===== config.mk =====
export PLATFORM = sky130hd
export DESIGN_NAME = pcs_loopback_mon
export DESIGN_NICKNAME = d
export VERILOG_FILES = /design/src/rtl/pcs_loopback_mon.sv
export SDC_FILE = /design/constraint.sdc
export NUM_CORES = 1
export LEC_CHECK = 0
export ABC_CLOCK_PERIOD_IN_PS = 6350
export CAP_MARGIN = 0
export CORE_UTILIZATION = 49
export CTS_CLUSTER_SIZE = 8
export DETAILED_ROUTE_END_ITERATION = 7
export PLACE_DENSITY = 0.91
export SKIP_CTS_REPAIR_TIMING = 1
export SYNTH_ARGS = -nofsm -noshare
export SYNTH_HDL_FRONTEND = slang
export SYNTH_SLANG_ARGS = --single-unit

===== constraint.sdc =====
create_clock -name tx_clk -period 6.35 [get_ports tx_clk]
set_input_delay 0.9525 -clock tx_clk [delete_from_list [all_inputs] [get_ports tx_clk]]
set_output_delay 0.9525 -clock tx_clk [all_outputs]
set_load 0.02 [all_outputs]

===== src/rtl/pcs_loopback_mon.sv =====
// TX-side PCS stream monitor: checks framing legality and frame length, and keeps
// saturating statistics plus a sticky fault flag for on-board readout.
module pcs_loopback_mon #(
   parameter int DATA_W      = 64,
   parameter int LANE0_CNT_N = 2,
   parameter int MIN_LEN     = 64,
   parameter int MAX_LEN     = 1518,
   parameter int CNT_W       = 32,
   parameter int LEN_W       = 16,
   parameter int KEEP_W      = DATA_W / 8
) (
   input  logic                   tx_clk,
   input  logic                   tx_nreset,
   input  logic                   clr_i,
   input  logic                   pcs_valid_i,
   input  logic                   pcs_ctrl_i,
   input  logic                   pcs_idle_i,
   input  logic                   pcs_term_i,
   input  logic                   pcs_err_i,
   input  logic [LANE0_CNT_N-1:0] pcs_start_i,
   input  logic [DATA_W-1:0]      pcs_data_i,
   input  logic [KEEP_W-1:0]      pcs_keep_i,
   output logic                   in_frame_o,
   output logic [CNT_W-1:0]       frame_cnt_o,
   output logic [CNT_W-1:0]       proto_err_cnt_o,
   output logic [CNT_W-1:0]       len_err_cnt_o,
   output logic [CNT_W-1:0]       pcs_err_cnt_o,
   output logic [LEN_W-1:0]       last_len_o,
   output logic                   fault_o
);
   localparam int SAT = MAX_LEN + 1;

   typedef enum logic {IDLE, IN_FRAME} state_t;

   state_t           state, state_nxt;
   logic [LEN_W-1:0] len, len_nxt;

   // Payload bytes never matter here; only keep carries length information.
   logic data_unused;
   assign data_unused = ^pcs_data_i;

   logic             start_nz, ctrl_ok, keep_full, keep_therm, in_range;
   logic [KEEP_W-1:0] keep_inc;
   logic [LEN_W-1:0] pop, len_data, len_final;
   logic [LEN_W:0]   sum_data, sum_term;
   logic [1:0]       n_ctrl;

   always_comb begin
      start_nz   = |pcs_start_i;
      n_ctrl     = 2'(pcs_idle_i) + 2'(start_nz) + 2'(pcs_term_i);
      ctrl_ok    = (n_ctrl == 2'd1) && (!start_nz || $onehot(pcs_start_i));
      keep_full  = &pcs_keep_i;
      keep_inc   = pcs_keep_i + KEEP_W'(1);
      keep_therm = ((pcs_keep_i & keep_inc) == '0);
      pop        = LEN_W'($countones(pcs_keep_i));
      // Sums are one bit wider so the saturation compare cannot wrap.
      sum_data   = {1'b0, len} + (LEN_W+1)'(KEEP_W);
      sum_term   = {1'b0, len} + {1'b0, pop};
      len_data   = (sum_data > (LEN_W+1)'(SAT)) ? LEN_W'(SAT) : sum_data[LEN_W-1:0];
      len_final  = (sum_term > (LEN_W+1)'(SAT)) ? LEN_W'(SAT) : sum_term[LEN_W-1:0];
      in_range   = (len_final >= LEN_W'(MIN_LEN)) && (len_final <= LEN_W'(MAX_LEN));
   end

   logic ev_frame, ev_proto, ev_len, ev_pcs, ev_last;

   always_ff @(posedge tx_clk) begin
      if (!tx_nreset) begin
         state <= IDLE;
         len   <= '0;
      end else begin
         state <= state_nxt;
         len   <= len_nxt;
      end
   end

   always_comb begin
      state_nxt = state;
      len_nxt   = len;
      ev_frame  = 1'b0;
      ev_proto  = 1'b0;
      ev_len    = 1'b0;
      ev_pcs    = 1'b0;
      ev_last   = 1'b0;
      if (pcs_valid_i) begin
         if (pcs_err_i) begin
            ev_pcs    = 1'b1;
            state_nxt = IDLE;
         end else if (!pcs_ctrl_i) begin
            if (state == IDLE) ev_proto = 1'b1;
            else if (keep_full) len_nxt = len_data;
            else begin
               ev_proto  = 1'b1;
               state_nxt = IDLE;
            end
         end else if (!ctrl_ok) begin
            ev_proto  = 1'b1;
            state_nxt = IDLE;
         end else if (pcs_idle_i) begin
            if (state == IN_FRAME) begin
               ev_proto  = 1'b1;
               state_nxt = IDLE;
            end
         end else if (start_nz) begin
            // A start inside a frame drops the old frame and opens a new one.
            if (state == IN_FRAME) ev_proto = 1'b1;
            state_nxt = IN_FRAME;
            len_nxt   = '0;
         end else if (state == IDLE) begin
            ev_proto = 1'b1;
         end else begin
            state_nxt = IDLE;
            if (keep_therm) begin
               ev_last  = 1'b1;
               ev_frame = in_range;
               ev_len   = !in_range;
            end else begin
               ev_proto = 1'b1;
            end
         end
      end
   end

   always_comb begin
      in_frame_o = (state == IN_FRAME);
   end

   function automatic logic [CNT_W-1:0] sat_inc(input logic [CNT_W-1:0] v);
      return (&v) ? v : v + CNT_W'(1);
   endfunction

   always_ff @(posedge tx_clk) begin
      if (!tx_nreset || clr_i) begin
         frame_cnt_o     <= '0;
         proto_err_cnt_o <= '0;
         len_err_cnt_o   <= '0;
         pcs_err_cnt_o   <= '0;
         last_len_o      <= '0;
         fault_o         <= 1'b0;
      end else begin
         if (ev_frame) frame_cnt_o     <= sat_inc(frame_cnt_o);
         if (ev_proto) proto_err_cnt_o <= sat_inc(proto_err_cnt_o);
         if (ev_len)   len_err_cnt_o   <= sat_inc(len_err_cnt_o);
         if (ev_pcs)   pcs_err_cnt_o   <= sat_inc(pcs_err_cnt_o);
         if (ev_last)  last_len_o      <= len_final;
         if (ev_proto || ev_len || ev_pcs) fault_o <= 1'b1;
      end
   end

endmodule


==> results of run 1 <==
## critical path, delay by kind of cell
family / cells / cell delay (ps)
xor+xnor: 1 / 230
compound gates: 4 / 840
simple gates: 4 / 1300
buf+inv: 3 / 720
fa+ha+maj: 5 / 2360
## layout make-up
| type | instances | area [um2] | area share |
|---|---|---|---|
| Inverter | 41 | 154 | 0.0141 |
| Tap cell | 220 | 275 | 0.0252 |
| Clock inverter | 14 | 205 | 0.0188 |
| Timing Repair Buffer | 178 | 1760 | 0.161 |
| Sequential cell | 160 | 3200 | 0.293 |
| Multi-Input combinational cell | 798 | 4900 | 0.448 |
| Clock buffer | 18 | 439 | 0.0402 |
## layer usage
layer | vias up | wire length (um)
met3 | 39 | 1820
met2 | 324 | 10500
met1 | 3891 | 9600
li1 | 3987 | -
met4 | 0 | 437
met5 | - | 0
## power by group
group,switching (mW),internal [mW],total (mW)
registers,0.00101,1.00,1.01
logic,0.0564,0.0403,0.0966
clock network,0.436,0.676,1.11
total,0.493,1.72,2.21
## cell usage in the layout (no fill, tap or decap), types with 5 or more instances in the layout
| master | Yosys | routed |
|---|---|---|
| a21boi_0 | 7 | 7 |
| a21oi_1 | 43 | 43 |
| a31o_2 | 5 | 5 |
| and2_1 | 10 | 10 |
| and3_1 | 36 | 36 |
| and4_1 | 15 | 15 |
| buf_4 | 2 | 14 |
| clkbuf_16 | 0 | 17 |
| clkdlybuf4s50_1 | 0 | 163 |
| clkinv_4 | 0 | 5 |
| dfxtp_1 | 160 | 160 |
| fa_1 | 6 | 6 |
| ha_1 | 14 | 14 |
| inv_1 | 41 | 41 |
| mux2i_1 | 17 | 17 |
| nand2_1 | 93 | 93 |
| nand2b_1 | 20 | 19 |
| nand3_1 | 60 | 60 |
| nand4_1 | 42 | 42 |
| nor2_1 | 135 | 135 |
| nor2b_1 | 14 | 13 |
| nor3_1 | 23 | 23 |
| nor3b_1 | 5 | 5 |
| nor4_1 | 13 | 13 |
| o211ai_1 | 5 | 5 |
| o21a_1 | 5 | 5 |
| o21ai_0 | 54 | 54 |
| o31ai_1 | 6 | 6 |
| or3_1 | 24 | 24 |
| or4_1 | 10 | 10 |
| xnor2_1 | 35 | 35 |
| xor2_1 | 50 | 50 |
## logic make-up after synthesis
group,after synthesis,synth area share
mux,18,0.0215
xor+xnor,85,0.0884
buf+inv,84,0.0405
flops,160,0.380
simple gates,518,0.317
fa+ha+maj,20,0.0350
compound gates,157,0.118
## registers in the layout, indices dropped and copies added, names as in the netlist
register and count:
len 14, in_frame_o 1, len_err_cnt_o 32, last_len_o 16, frame_cnt_o 32, proto_err_cnt_o 32
pcs_err_cnt_o 32, fault_o 1
## how the worst max path moves through the flow
stage | to | slack [ps] | start | cells past startpoint
final | len_err_cnt_o[15] | 290 | pcs_keep_i[0] | 17
after global routing | len_err_cnt_o[15] | 30 | pcs_keep_i[0] | 17
after CTS | len_err_cnt_o[15] | 320 | pcs_keep_i[0] | 17
after detailed placement | len_err_cnt_o[15] | -100 | pcs_keep_i[0] | 17
after global placement | len_err_cnt_o[21] | 50 | pcs_keep_i[0] | 17
after floorplan | len_err_cnt_o[20] | 770 | pcs_keep_i[0] | 17
==> results.cfg, run 1 <==
[global_routing]
gr-total-overflow = 0
grt_usage = 0.254
grt_pass1_wl_um = 37100
grt_use_met3 = 0.0715
met2_usage = 0.422
grt-busiest-layer = met2
antenna_found_initial = 0
gr-usage-met1 = 0.318
grt_pass1_vias = 7541
grt_max_degree = 60

[yosys]
synthTopCellsByCount = dfxtp_1 (160), nor2_1 (135), nand2_1 (93)
yosysTopAreaCell = dfxtp_1
yosys-top-cells-area = dfxtp_1 (38%), nor2_1 (6.0%), xor2_1 (5.2%), nand2_1 (4.1%), xnor2_1 (3.6%)
ys_seq_area_frac = 0.380
synth.distinct_cells = 68
synth_most_common_cell = dfxtp_1
synth-seq-cells = 160
synthFlopType = dfxtp_1
yosysWarnings = 0
avgSynthCellArea_um2 = 8.09
synthesis.area_mm2 = 0.00843
synth_top_area_share = 0.380
syn_inst = 1042
synth_nets = 1144
synth_edf_count = 0
ys_async_sr_fraction = 0

[clock_network]
cts_buffers = 17
cts_max_level = 4
clock_sinks = 160
root_buffer = clkbuf_16
path_clk_slew_ps = 60
cts_tree = done
worstSkewPairLatency_ps = 420
clockBufferDepth = 2

[cells_and_area]
nFillCells = 1347
final_area_mm2 = 0.0109
area_delta_synth_final_pct = 29.7
drive_above_1_share = 0.0587
fin_util = 0.654
nets = 1298
final-instance-count-excl-fill = 1429
diodes = 0

[floorplanning]
die-area_mm2 = 0.0177
fp-row-count = 47
initial_core_util = 0.504
die_h_um = 133
pin_count = 228
coreArea_mm2 = 0.0167
die_w_um = 133

[timing]
timing.setup.tns_ps = 0
whs_ps = 450
fin_crit_sh = 0.955
clock_skew_ps = 6.88
setup_viol = 0
drv_slew = 0
worstMarginPinSlew_ps = 1110
fmax_ghz = 0.165
hold_viol_final = 0
slew_headroom = 0.259
period_minus_slack_ps = 6060
fin_ws_ps = 286
rsz0062_at_grt = no

[drt]
avgViaCountPerCell = 5.77
dr.pass1.iters = 5
antenna_left = 0
wl_per_cell_um = 15.7
vias = 8241
drc_errors = 0
routed_wirelength_um = 22400
drtIter0Drc = 553

[pwr]
cellLeakagePower_nw = 3.69
powerDensity_mw_per_mm2 = 202
power_mw = 2.21
vdd_drop_max_mv = 0.195

[place]
place_ws_ps = -104
port_buffers = 163
dp_cells = 1397
place.gp.congestion = 0.861
hpwl_um = 15600
placed_area_mm2 = 0.0103

[worst_setup_path]
crit_top_cell = fa_1
worstPathArrival_ps = 6400
r2r_cells = 15
r2r_end = len_err_cnt_o[15]
crit_required_ps = 6680
crit_path_max_fanout = 42
crit_path_cell_trace = clkdlybuf4s50_1 -> fa_1 -> inv_1 -> fa_1 -> fa_1 -> fa_1 -> fa_1 -> nand2b_1 -> a211oi_2 -> xor2_1 -> nand2_1 -> or4_4 -> o21bai_2 -> o21ai_2 -> buf_12 -> or4_1 -> a21oi_1
critPathSlowestCell = fa_1
max_stage_delay_ps = 560
rrSetupSlack_ps = 1370
reg2reg_from = len[1]
path_class = primary input to flop
worst_setup_path_end_kind = flop
worstSetupStartpointType = primary input

[min_path]
hold_start = last_len_o[9]
hold_class = flop to flop
whs_endpoint = last_len_o[9]
min_path_cells = 2

[status]
status = completed

[job]
drv_cap = 0
(Power assumes the default switching activity.)
==> run 2: changes to the inputs <==
- ABC_CLOCK_PERIOD_IN_PS: 6350 -> 6000
- GPL_ROUTABILITY_DRIVEN: unset -> 1
- clock period: 6.35 -> 6 ns (I/O delays scaled with it)
==> run 2 against run 1 <==
  * Design area is 0.77% higher
  * Power is 0.32% higher
  * Clock power decreased by 5%
  * Largest cell class unchanged
  * Highest routed layer unchanged
==> results.cfg, run 2 (synthesis results as in run 1) <==
[pwr]
powerDensity_mw_per_mm2 = 202
cellLeakagePower_nw = 3.77
vdd_drop_max_mv = 0.197

[floorplanning]
fp-row-count = 47
die-area_mm2 = 0.0177
die_w_um = 133
coreArea_mm2 = 0.0167
initial_core_util = 0.504
die_h_um = 133
pin_count = 228

[cells_and_area]
nFillCells = 1349
drive_above_1_share = 0.0742
area_delta_synth_final_pct = 30.7
final_common_cell = clkdlybuf4s50_1
final_area_mm2 = 0.0110
diodes = 0
nets = 1317
final_cell_mix = clkdlybuf4s50_1 (162), dfxtp_1 (160), nor2_1 (135)

[clock_network]
cts_buffers = 17
root_buffer = clkbuf_16
path_clk_slew_ps = 60
clock_sinks = 160
clockBufferDepth = 2
cts_max_level = 4
worstSkewPairLatency_ps = 420
cts_tree = done

[worst_setup_path]
worstPathArrival_ps = 6080
cp_top_family = adder cells
crit_path_max_fanout = 7
max_stage_delay_ps = 540
worstSetupStartpointType = primary input
r2r_cells = 16
path_class = primary input to flop
crit_path_cell_trace = clkdlybuf4s50_1 -> fa_1 -> inv_1 -> fa_1 -> fa_1 -> fa_2 -> fa_1 -> nand2b_4 -> a211oi_2 -> xor2_1 -> nand2_1 -> or4_4 -> o21bai_2 -> buf_4 -> o21ai_0 -> buf_4 -> or3_1 -> a21oi_1
rrSetupSlack_ps = 1230
reg2reg_from = len[1]
worstPathBufferInverterCount = 4
crit_top_cell = fa_1
critPathSlowestCell = fa_1
crit_required_ps = 6330
r2r_end = len_err_cnt_o[28]
worst_setup_path_end_kind = flop

[drt]
drtIter0Drc = 483
vias = 8204
dr.pass1.iters = 6
routed_wirelength_um = 22600
avgViaCountPerCell = 5.67
antenna_left = 0
wl_per_cell_um = 15.6
drc_errors = 0

[timing]
hold_viol_final = 0
rsz0062_at_grt = no
clock_skew_ps = 9.98
drv_slew = 0
fin_ws_ps = 255
worstMarginPinSlew_ps = 1160
fmax_ghz = 0.174
setup_viol = 0
timing.setup.tns_ps = 0
fin_crit_sh = 0.957
slew_headroom = 0.224
period_minus_slack_ps = 5740

[min_path]
min_path_cells = 2
whs_endpoint = last_len_o[9]
hold_start = last_len_o[9]
hold_class = flop to flop

[global_routing]
antenna_found_initial = 0
grt_usage = 0.257
gr-total-overflow = 0
grt_pass1_wl_um = 37500
grt_max_degree = 63
grt_pass1_vias = 7767

[place]
hpwl_um = 15800
place.gp.congestion = 0.873
port_buffers = 163
placed_area_mm2 = 0.0104
place_ws_ps = -391

[job]
drv_cap = 0

[status]
status = completed
-- run 2: worst reg2reg max path: stages, from the launching register on --
cell	delay, ps
dfxtp_1	420
inv_1	90
fa_1	520
fa_1	430
fa_2	370
fa_1	420
nand2b_4	180
a211oi_2	300
xor2_1	230
nand2_1	80
or4_4	510
o21bai_2	190
buf_4	180
o21ai_0	120
buf_4	180
or3_1	300
a21oi_1	140
-- run 2: final cells by class --
cell class | count | area [um2] | area share
clock buffer | 22 | 484 | 0.0440
clock inverter | 9 | 82.6 | 0.00750
inverter | 41 | 154 | 0.0140
multi-input combinational | 798 | 4910 | 0.446
sequential | 160 | 3200 | 0.291
tap | 220 | 275 | 0.0250
timing repair buffer | 197 | 1900 | 0.173
-- run 2: worst max-delay path by stage --
stage | from | to | cells past startpoint
6_report | pcs_keep_i[1] | len_err_cnt_o[28] | 18
5_1_grt | pcs_keep_i[1] | len_err_cnt_o[26] | 18
4_1_cts | pcs_keep_i[0] | len_err_cnt_o[28] | 18
3_5_place_dp | pcs_keep_i[0] | len_err_cnt_o[28] | 18
3_3_place_gp | pcs_keep_i[0] | frame_cnt_o[11] | 15
2_1_floorplan | pcs_keep_i[0] | len_err_cnt_o[20] | 17
-- run 2: power breakdown --
part | internal (mW) | switching (mW) | leakage [nW]
clock network | 0.612 | 0.435 | 0.278
logic | 0.0475 | 0.0619 | 2.20
registers | 1.06 | 0.00102 | 1.29
total | 1.72 | 0.498 | 3.77
-- run 2: per-stage QoR --
step	hold WS [ps]	util	cells	power, mW
5_1_grt	497	0.659	1447	2.28
3_5_place_dp	444	0.624	1415	1.19
3_3_place_gp	443	0.624	1415	1.19
4_1_cts	451	0.658	1446	2.23
2_1_floorplan	495	-	1042	1.15
6_report	451	0.659	1447	2.22
-- run 2: per-layer routing --
layer / share of wire / up-vias / GRT usage
met1: 0.43 / 3891 / 0.311
met2: 0.48 / 271 / 0.440
met3: 0.080 / 35 / 0.0795
met5: 0 / - / 0
li1: - / 4007 / -
met4: 0.014 / 0 / 0.0739
